<file path="src/rtl/program_loader.sv">
// Boot-time image loader: assembles little-endian words from a UART byte stream,
// writes them into instruction memory and releases the core once the checksum matches.
module program_loader #(
    parameter int unsigned MAX_WORDS = 256,
    parameter logic [31:0] BASE_ADDR = 32'h0000_0000
) (
    input  logic        clk,
    input  logic        reset,
    input  logic        rx_valid,
    input  logic [7:0]  rx_data,
    output logic        rx_ready,
    input  logic        reload,
    output logic        imem_we,
    output logic [31:0] imem_addr,
    output logic [31:0] imem_wdata,
    output logic        core_hold,
    output logic        done,
    output logic        error
);

    localparam int unsigned LEN_W  = 16;
    localparam int unsigned ADDR_W = 32;

    typedef enum logic [2:0] {
        S_LEN_LO,
        S_LEN_HI,
        S_DATA,
        S_CHECK,
        S_DONE,
        S_ERROR
    } state_t;

    state_t             state;
    state_t             state_n;
    logic [LEN_W-1:0]   len;
    logic [LEN_W-1:0]   word_idx;
    logic [1:0]         byte_cnt;
    logic [7:0]         acc;
    logic [23:0]        word_buf;

    logic               fire;
    logic [LEN_W-1:0]   len_full;
    logic               last_word;

    assign fire      = rx_valid && rx_ready;
    assign len_full  = {rx_data, len[7:0]};
    assign last_word = (word_idx == len - LEN_W'(1));

    // State register
    always_ff @(posedge clk or negedge reset) begin
        if (!reset) begin
            state <= S_LEN_LO;
        end else begin
            state <= state_n;
        end
    end

    // Next-state logic
    always_comb begin
        state_n = state;
        case (state)
            S_LEN_LO: begin
                if (fire) state_n = S_LEN_HI;
            end
            S_LEN_HI: begin
                if (fire) begin
                    if (len_full == '0)                    state_n = S_CHECK;
                    else if (32'(len_full) > MAX_WORDS)    state_n = S_ERROR;
                    else                                   state_n = S_DATA;
                end
            end
            S_DATA: begin
                if (fire && (byte_cnt == 2'd3) && last_word) state_n = S_CHECK;
            end
            S_CHECK: begin
                if (fire) state_n = (rx_data == acc) ? S_DONE : S_ERROR;
            end
            S_DONE, S_ERROR: begin
                if (reload) state_n = S_LEN_LO;
            end
            default: state_n = S_LEN_LO;
        endcase
    end

    // Datapath and registered outputs, all derived from the upcoming state
    always_ff @(posedge clk or negedge reset) begin
        if (!reset) begin
            len        <= '0;
            word_idx   <= '0;
            byte_cnt   <= '0;
            acc        <= '0;
            word_buf   <= '0;
            imem_we    <= 1'b0;
            imem_addr  <= BASE_ADDR;
            imem_wdata <= '0;
            rx_ready   <= 1'b0;
            core_hold  <= 1'b1;
            done       <= 1'b0;
            error      <= 1'b0;
        end else begin
            imem_we   <= 1'b0;
            rx_ready  <= (state_n != S_DONE) && (state_n != S_ERROR);
            done      <= (state_n == S_DONE);
            error     <= (state_n == S_ERROR);
            core_hold <= (state_n != S_DONE);

            case (state)
                S_LEN_LO: begin
                    if (fire) len[7:0] <= rx_data;
                end
                S_LEN_HI: begin
                    if (fire) begin
                        len[15:8] <= rx_data;
                        word_idx  <= '0;
                        byte_cnt  <= '0;
                    end
                end
                S_DATA: begin
                    if (fire) begin
                        acc      <= acc ^ rx_data;
                        byte_cnt <= byte_cnt + 2'd1;
                        case (byte_cnt)
                            2'd0: word_buf[7:0]   <= rx_data;
                            2'd1: word_buf[15:8]  <= rx_data;
                            2'd2: word_buf[23:16] <= rx_data;
                            default: begin
                                imem_we    <= 1'b1;
                                imem_wdata <= {rx_data, word_buf};
                                imem_addr  <= BASE_ADDR + ADDR_W'({word_idx, 2'b00});
                                word_idx   <= word_idx + LEN_W'(1);
                            end
                        endcase
                    end
                end
                S_DONE, S_ERROR: begin
                    // imem_addr/imem_wdata keep the last write; memory is not cleared
                    if (reload) begin
                        len      <= '0;
                        word_idx <= '0;
                        byte_cnt <= '0;
                        acc      <= '0;
                        word_buf <= '0;
                    end
                end
                default: ;
            endcase
        end
    end

endmodule
</file>
<file path="config.mk">
export PLATFORM = sky130hd
export DESIGN_NAME = program_loader
export DESIGN_NICKNAME = d
export VERILOG_FILES = /design/src/rtl/program_loader.sv
export SDC_FILE = /design/constraint.sdc
export NUM_CORES = 1
export LEC_CHECK = 0
export BUFFER_PORTS_ARGS = -buffer_cell sky130_fd_sc_hd__buf_2
export CAP_MARGIN = 15
export CELL_PAD_IN_SITES_DETAIL_PLACEMENT = 1
export CELL_PAD_IN_SITES_GLOBAL_PLACEMENT = 2
export CORE_MARGIN = 4
export CORE_UTILIZATION = 39
export DETAILED_ROUTE_END_ITERATION = 16
export HOLD_SLACK_MARGIN = 0.15
export PLACE_DENSITY = 0.89
export SKIP_CTS_REPAIR_TIMING = 1
export SYNTH_ARGS = -nofsm -noshare
export SYNTH_HDL_FRONTEND = slang
export SYNTH_SLANG_ARGS = --single-unit
</file>
<file path="constraint.sdc">
create_clock -name clk -period 3.2 [get_ports clk]
set_input_delay 0.64 -clock clk [delete_from_list [all_inputs] [get_ports clk]]
set_output_delay 0.64 -clock clk [all_outputs]
set_load 0.02 [all_outputs]
</file>
==> reports/metrics.yaml, run 1 <==
hpwl_um: 10860
dieArea_mm2: 0.01707
n_fill_cell: 1698
yosys_warnings: 0
antenna_found_initial: 0
dp_slack_ns: 0.7907
synth_cell_types: 52
drive_gt1_share_pct: 15.77
overflow: 0
cts_made_buffers: 17
p_per_area_mw_per_mm2: 718.2
vias: 4671
syn_inst: 623
seq_area_mm2: 0.003054
io_pins: 81
rsz0062_at_grt: "no"
placementRows: 44
top_usage_layer: "met2"
crit_path_max_fanout: 20
clock_sinks: 122
place_area_mm2: 0.006279
wl_per_cell_um: 18.00
gp_congestion: 0.8539
synth_top_area_share_pct: 51.62
hold_slack_ns: 0.1400
leakage_uw: 0.003399
synth_enable_flop_cells: 0
slowest_delay_ns: 0.54
n_antenna_cell: 0
ant_nets: 0
grtUsageMet3_pct: 4.919
grt_usage_pct: 19.30
cts_buffer_depth: 2
grt_max_degree: 94
relSlewSlack_pct: 49.70
crit_buf_inv: 1
tightestPinTransition_ns: 0.7476
path_class: "reg -> reg"
critPathLaunchType: "flop"
fin_skew_ns: 0.01474
initial_utilization_pct: 40.05
finalSetupViolCount: 0
worstHoldPathType: "in -> async"
met2_usage_pct: 31.04
postSynthAreaPerCell_um2: 9.415
remaining_drc_errors: 0
worstPathCellList: "nand2b_1 -> nor2_1 -> o2111ai_1 -> buf_4 -> or4_1 -> a21oi_1"
dr.pass1.iters: 4
drt_wl_total_um: 15640
coreArea_mm2: 0.01464
cp.required_ns: 3.53
maxCapViolations: 0
htreeDepth: 4
critPathSlowestCell: "dfrtp_1"
viasPerCell: 5.375
ctsRootBufferMaster: "clkbuf_16"
ys_seq_area_share_pct: 52.07
die_x_um: 130.6
hold_violations: 0
worstSkewPairLatency_ns: 0.42
cpLargestDelayFamily: "simple AND/OR/NAND/NOR gates"
synthTopCellsByCount: "167 x nand2_1, 121 x dfrtp_1, 46 x o21ai_1"
grt_pass1_vias: 4988
multi_input_area_mm2: 0.002554
synthTopCellsByArea: "dfrtp_1 52%, nand2_1 11%, mux2_1 4.6%, o21ai_1 3.9%, xnor2_1 3.4%"
min_period_ns: 2.401
async_reset_ff_share_pct: 100.0
path_clk_slew_ns: 0.05
setup_ws_ns: 0.7986
fmax_ghz: 0.4164
status: "finished clean"
grt_util_met1_pct: 25.86
portBuffers: 64
synth_ff_type: "dfrtp_1"
worstPathArrival_ns: 2.73
ir_drop_mv: 0.4831
syn_to_final_growth_pct: 16.04
drtIter0Drc: 337
synth.most_common_cell: "nand2_1"
grt_pass1_wl_um: 25740
die_h_um: 130.6
cts_tree: "built"
syn-cell-area_mm2: 0.005866
endpoint_kind: "flop"
fin_setup_tns_ns: 0
synth_seq_cells: 122
yosysTopAreaCell: "dfrtp_1"
final_nets: 693
report.final.slew_viol_count: 0
design_area_mm2: 0.006807
finalCritPeriodShare_pct: 75.04
[layout by cell type (no fill, tap or decap), types with 3 or more instances in the layout]
cell type and n:
a21oi_1 12, a22o_1 3, and3_1 5, buf_2 63
buf_4 10, clkbuf_1 4, clkbuf_16 17, clkinv_2 4
conb_1 16, dfrtp_1 121, ha_1 7, inv_1 6
mux2_1 24, nand2_1 167, nand2b_1 5, nand3_1 22
nand4_1 10, nor2_1 19, nor3_1 8, nor4_1 10
o2111ai_1 3, o211ai_1 5, o21ai_0 12, o21ai_1 46
o31ai_1 5, or3_1 6, or4_1 7, xnor2_1 23
xor2_1 9
[cell type report]
type                            instances  area share (%)
Clock buffer                           22           6.673
Clock inverter                          8           1.085
Inverter                                8          0.4412
Multi-Input combinational cell        451           37.52
Sequential cell                       122           44.87
Tap cell                              184           3.382
Timing Repair Buffer                   74           6.029
[stage by stage]
stage / power (µW) / std cells / util (%)
finish: 4888 / 869 / 46.48
global route: 5173 / 869 / 46.48
CTS: 4929 / 869 / 46.48
detailed placement: 3162 / 839 / 42.87
global placement: 3088 / 839 / 42.87
floorplan: 2803 / 638 / -
[final timing paths]
| path | startpoint | endpoint | slack (ns) | cells past startpoint |
|---|---|---|---|---|
| max | state[1]$_DFF_PN0_ | word_idx[10]$_DFFE_PN0P_ | 0.80 | 6 |
| min | reset | imem_wdata[1]$_DFFE_PN0P_ | 0.14 | 1 |
| max reg2reg | state[1]$_DFF_PN0_ | word_idx[10]$_DFFE_PN0P_ | 0.80 | 6 |
| min reg2reg | imem_wdata[27]$_DFFE_PN0P_ | imem_wdata[27]$_DFFE_PN0P_ | 0.47 | 2 |
| max in group asynchronous | reset | core_hold$_DFF_PN1_ | 2.22 | 2 |
| min in group clk | imem_wdata[27]$_DFFE_PN0P_ | imem_wdata[27]$_DFFE_PN0P_ | 0.47 | 2 |
[registers in the layout, summed over array words and instances (netlist names)]
signal / cells
state: 3
rx_ready: 1
word_buf: 24
word_idx: 16
len: 16
imem_we: 1
core_hold: 1
done: 1
imem_wdata: 32
error: 1
imem_addr: 16
byte_cnt: 2
acc: 8
[kinds of logic after synthesis]
group | after synthesis | share of synthesized area (%)
AO/OA/AOI/OAI | 94 | 9.429
XOR/XNOR | 32 | 4.778
adder cells (fa/ha/maj) | 7 | 1.493
buffers and inverters | 65 | 5.354
flip-flops | 122 | 52.07
multiplexers | 26 | 4.970
other | 1 | 0.06393
AND/OR/NAND/NOR | 276 | 21.84
[metal layers]
| layer | share of wire (%) | vias up |
|---|---|---|
| li1 | - | 2198 |
| met1 | 46 | 2340 |
| met2 | 48 | 114 |
| met3 | 4.5 | 19 |
| met4 | 1.2 | 0 |
| met5 | 0 | - |
[where the power goes]
group	internal (µW)	total [µW]	leakage (µW)	switching, µW
clock	1070	1740	0.000256	669
combinational	425	1160	0.00149	739
sequential	1750	1980	0.00166	235
Note: power is estimated with default switching activity, not from simulation.
==> run 2, diff against run 1 <==
--- a/config.mk
+++ b/config.mk
@@ -5,15 +5,16 @@
 export SDC_FILE = /design/constraint.sdc
 export NUM_CORES = 1
 export LEC_CHECK = 0
+export ABC_AREA = 1
 export BUFFER_PORTS_ARGS = -buffer_cell sky130_fd_sc_hd__buf_2
 export CAP_MARGIN = 15
 export CELL_PAD_IN_SITES_DETAIL_PLACEMENT = 1
 export CELL_PAD_IN_SITES_GLOBAL_PLACEMENT = 2
 export CORE_MARGIN = 4
-export CORE_UTILIZATION = 39
+export CORE_UTILIZATION = 31
 export DETAILED_ROUTE_END_ITERATION = 16
 export HOLD_SLACK_MARGIN = 0.15
-export PLACE_DENSITY = 0.89
+export PLACE_DENSITY = 0.79
 export SKIP_CTS_REPAIR_TIMING = 1
 export SYNTH_ARGS = -nofsm -noshare
 export SYNTH_HDL_FRONTEND = slang
==> constraint.sdc (replaced) <==
create_clock -name clk -period 2.2 [get_ports clk]
set_input_delay 0.44 -clock clk [delete_from_list [all_inputs] [get_ports clk]]
set_output_delay 0.44 -clock clk [all_outputs]
set_load 0.02 [all_outputs]
==> run 2 against run 1 <==
Against the previous run:
- global-route usage is 2.3 points lower
- setup slack lost 0.61 ns
- combinational power increased to 2.6 times the previous value
- critical path type unchanged
==> reports/metrics.yaml, run 2 <==
status: "finished clean"  # unchanged
cp.required_ns: 2.49  # was 3.53 ns
die_x_um: 145.6  # was 130.6 µm
path_clk_slew_ns: 0.05  # about the same
min_period_ns: 2.011  # was 2.401 ns
syn_inst: 700  # was 623
synth_ff_type: "dfrtp_1"  # unchanged
grt_pass1_wl_um: 28950  # was 25,740 µm
synth_cell_types: 35  # was 52
drive_gt1_share_pct: 17.85  # was 15.77%
syn-cell-area_mm2: 0.005872  # was 0.005866 mm²
final_cell_mix: "170 x nand2_1, 121 x dfrtp_1, 88 x o21ai_0"  # was 167 x nand2_1, 121 x dfrtp_1, 63 x buf_2
final_nets: 809  # was 693
fin_skew_ns: 0.008229  # was 0.01474 ns
leakage_uw: 0.003565  # was 0.003399 µW
ant_nets: 0  # unchanged
io_pins: 81  # unchanged
drt_wl_total_um: 17680  # was 15,640 µm
yosysTopAreaCell: "dfrtp_1"  # unchanged
worstPathArrival_ns: 2.30  # was 2.73 ns
placementRows: 50  # was 44
largest_register_ffs: 32  # unchanged
cts_made_buffers: 17  # unchanged
hold-path-cell-count: 3
drtIter0Drc: 249  # was 337
worstHoldPathType: "in -> reg"  # was in -> async
top_register: "imem_wdata"  # unchanged
reg_top3: "imem_wdata (32), word_buf (24)"  # unchanged
postLayoutCoreUtil_pct: 38.75  # was 46.48%
vias: 4953  # was 4,671
dr.pass1.iters: 4  # unchanged
grt_max_degree: 73  # was 94
ctsRootBufferMaster: "clkbuf_16"  # unchanged
finalCritPeriodShare_pct: 91.41  # was 75.04%
portBuffers: 64  # unchanged
antenna_found_initial: 0  # unchanged
finalSetupViolCount: 0  # unchanged
critPathLaunchType: "flop"  # unchanged
synthTopCellsByCount: "171 x nand2_1, 121 x dfrtp_1, 90 x o21ai_0"  # was 167 x nand2_1, 121 x dfrtp_1, 46 x o21ai_1
hold_violations: 0  # unchanged
path_class: "reg -> reg"  # unchanged
gp_congestion: 0.8241  # was 0.8539
endpoint_kind: "flop"  # unchanged
synthTopCellsByArea: "dfrtp_1 52%, nand2_1 11%, o21ai_0 7.7%, inv_1 5.4%, nor2_1 3.8%"  # was dfrtp_1 52%, nand2_1 11%, mux2_1 4.6%, o21ai_1 3.9%, xnor2_1 3.4%
worstSkewPairLatency_ns: 0.42  # about the same
async_reset_ff_share_pct: 100.0  # unchanged
crit_path_max_fanout: 10  # was 20
synth_enable_flop_cells: 0  # unchanged
wl_per_cell_um: 17.08  # was 18.00 µm
initial_utilization_pct: 31.50  # was 40.05%
viasPerCell: 4.786  # was 5.375
report.final.slew_viol_count: 0  # unchanged
tightestPinTransition_ns: 0.6312  # was 0.7476 ns
cts_tree: "built"  # unchanged
synth_top_area_share_pct: 51.57  # was 51.62%
maxCapViolations: 0  # unchanged
yosys_warnings: 0  # unchanged
r2r_cells: 10  # was 6
hold_slack_ns: 0.3985  # was 0.1400 ns
postSynthAreaPerCell_um2: 8.388  # was 9.415 µm²
coreArea_mm2: 0.01864  # was 0.01464 mm²
ys_seq_area_share_pct: 52.01  # was 52.07%
final_common_cell: "nand2_1"  # unchanged
hpwl_um: 13130  # was 10,860 µm
synth_seq_cells: 122  # unchanged
overflow: 0  # unchanged
grt_pass1_vias: 5439  # was 4,988
relSlewSlack_pct: 57.76  # was 49.70%
syn_to_final_growth_pct: 23.01  # was 16.04%
grt_usage_pct: 17.04  # was 19.30%
ir_drop_mv: 0.5972  # was 0.4831 mV
p_per_area_mw_per_mm2: 1227  # was 718.2 mW/mm²
fmax_ghz: 0.4973  # was 0.4164 GHz
clock_sinks: 122  # unchanged
die_h_um: 145.6  # was 130.6 µm
n_antenna_cell: 0  # unchanged
cts_buffer_depth: 2  # unchanged
synth.most_common_cell: "nand2_1"  # unchanged
htreeDepth: 4  # unchanged
dieArea_mm2: 0.02121  # was 0.01707 mm²
fin_setup_tns_ns: 0  # unchanged
remaining_drc_errors: 0  # unchanged
run 2: changes by cell type after synthesis, sizes merged, moves of 15 or more:
| cell | delta |
|---|---|
| nor2 | +46 |
| o21ai | +39 |
| xnor2 | -15 |
| clkbuf | -26 |
| inv | +79 |
| mux2 | -25 |
run 2: area by class of cell:
cell class	count	area, µm²
Clock buffer	23	478.0
Sequential cell	122	3054
Multi-Input combinational cell	469	2342
Tap cell	234	292.8
Fill cell	2235	11420
Timing Repair Buffer	92	585.6
Inverter	88	330.3
Clock inverter	7	140.1
run 2: cells by family after synthesis:
| family | after synthesis | synth area share (%) |
|---|---|---|
| and+or+nand+nor | 298 | 21.80 |
| AOI/OAI and AO/OA | 125 | 11.72 |
| buffers and inverters | 124 | 9.482 |
| DFF | 122 | 52.01 |
| xor gates and xnor gates | 23 | 3.431 |
| adders and majority gates | 7 | 1.492 |
| other | 1 | 0.06386 |
run 2: layer usage:
layer | share of wire, % | vias to the layer above | track usage (%)
li1 | - | 2386 | -
met1 | 46 | 2454 | 22.01
met2 | 49 | 91 | 28.72
met3 | 3.3 | 22 | 3.644
met4 | 1.8 | 0 | 5.413
met5 | 0 | - | 0
run 2: path summary, 6_finish.rpt:
check | from | to | slack (ns)
hold reg to reg | imem_wdata[16]$_DFFE_PN0P_ | imem_wdata[16]$_DFFE_PN0P_ | 0.48
max in group asynchronous | reset | imem_addr[3]$_DFFE_PN0P_ | 1.03
min in group asynchronous | reset | imem_wdata[2]$_DFFE_PN0P_ | 0.54
setup / recovery | state[1]$_DFF_PN0_ | word_idx[8]$_DFFE_PN0P_ | 0.19
hold / removal | rx_data[6] | acc[6]$_DFFE_PN0P_ | 0.40
setup reg to reg | state[1]$_DFF_PN0_ | word_idx[8]$_DFFE_PN0P_ | 0.19
run 2: report_power, final:
group / internal [µW] / switching (µW)
Clock: 1970 / 994
Sequential: 2660 / 253
Combinational: 942 / 2040
Total: 5570 / 3290
run 2: stage by stage:
step	cells	total power (µW)	area, µm²	worst slack, ns
5_1_grt	1035	9488	7223	-0.002437
3_5_place_dp	1001	5812	6548	-0.1176
6_report	1035	8863	7223	0.1891
2_1_floorplan	715	4878	5928	0.4698
4_1_cts	1031	8837	7166	-0.1223
3_3_place_gp	1001	5689	6548	0.02371
run 2: worst max-delay path: stages, from the launching register on:
cell and delay, ns:
dfrtp_1 0.41, nand2_2 0.14, nor2_4 0.08, buf_4 0.16, a21oi_4 0.25, nand2_2 0.09, nand2_2 0.12, o21ai_2 0.13
buf_4 0.21, nor4_1 0.21, nor2_1 0.09
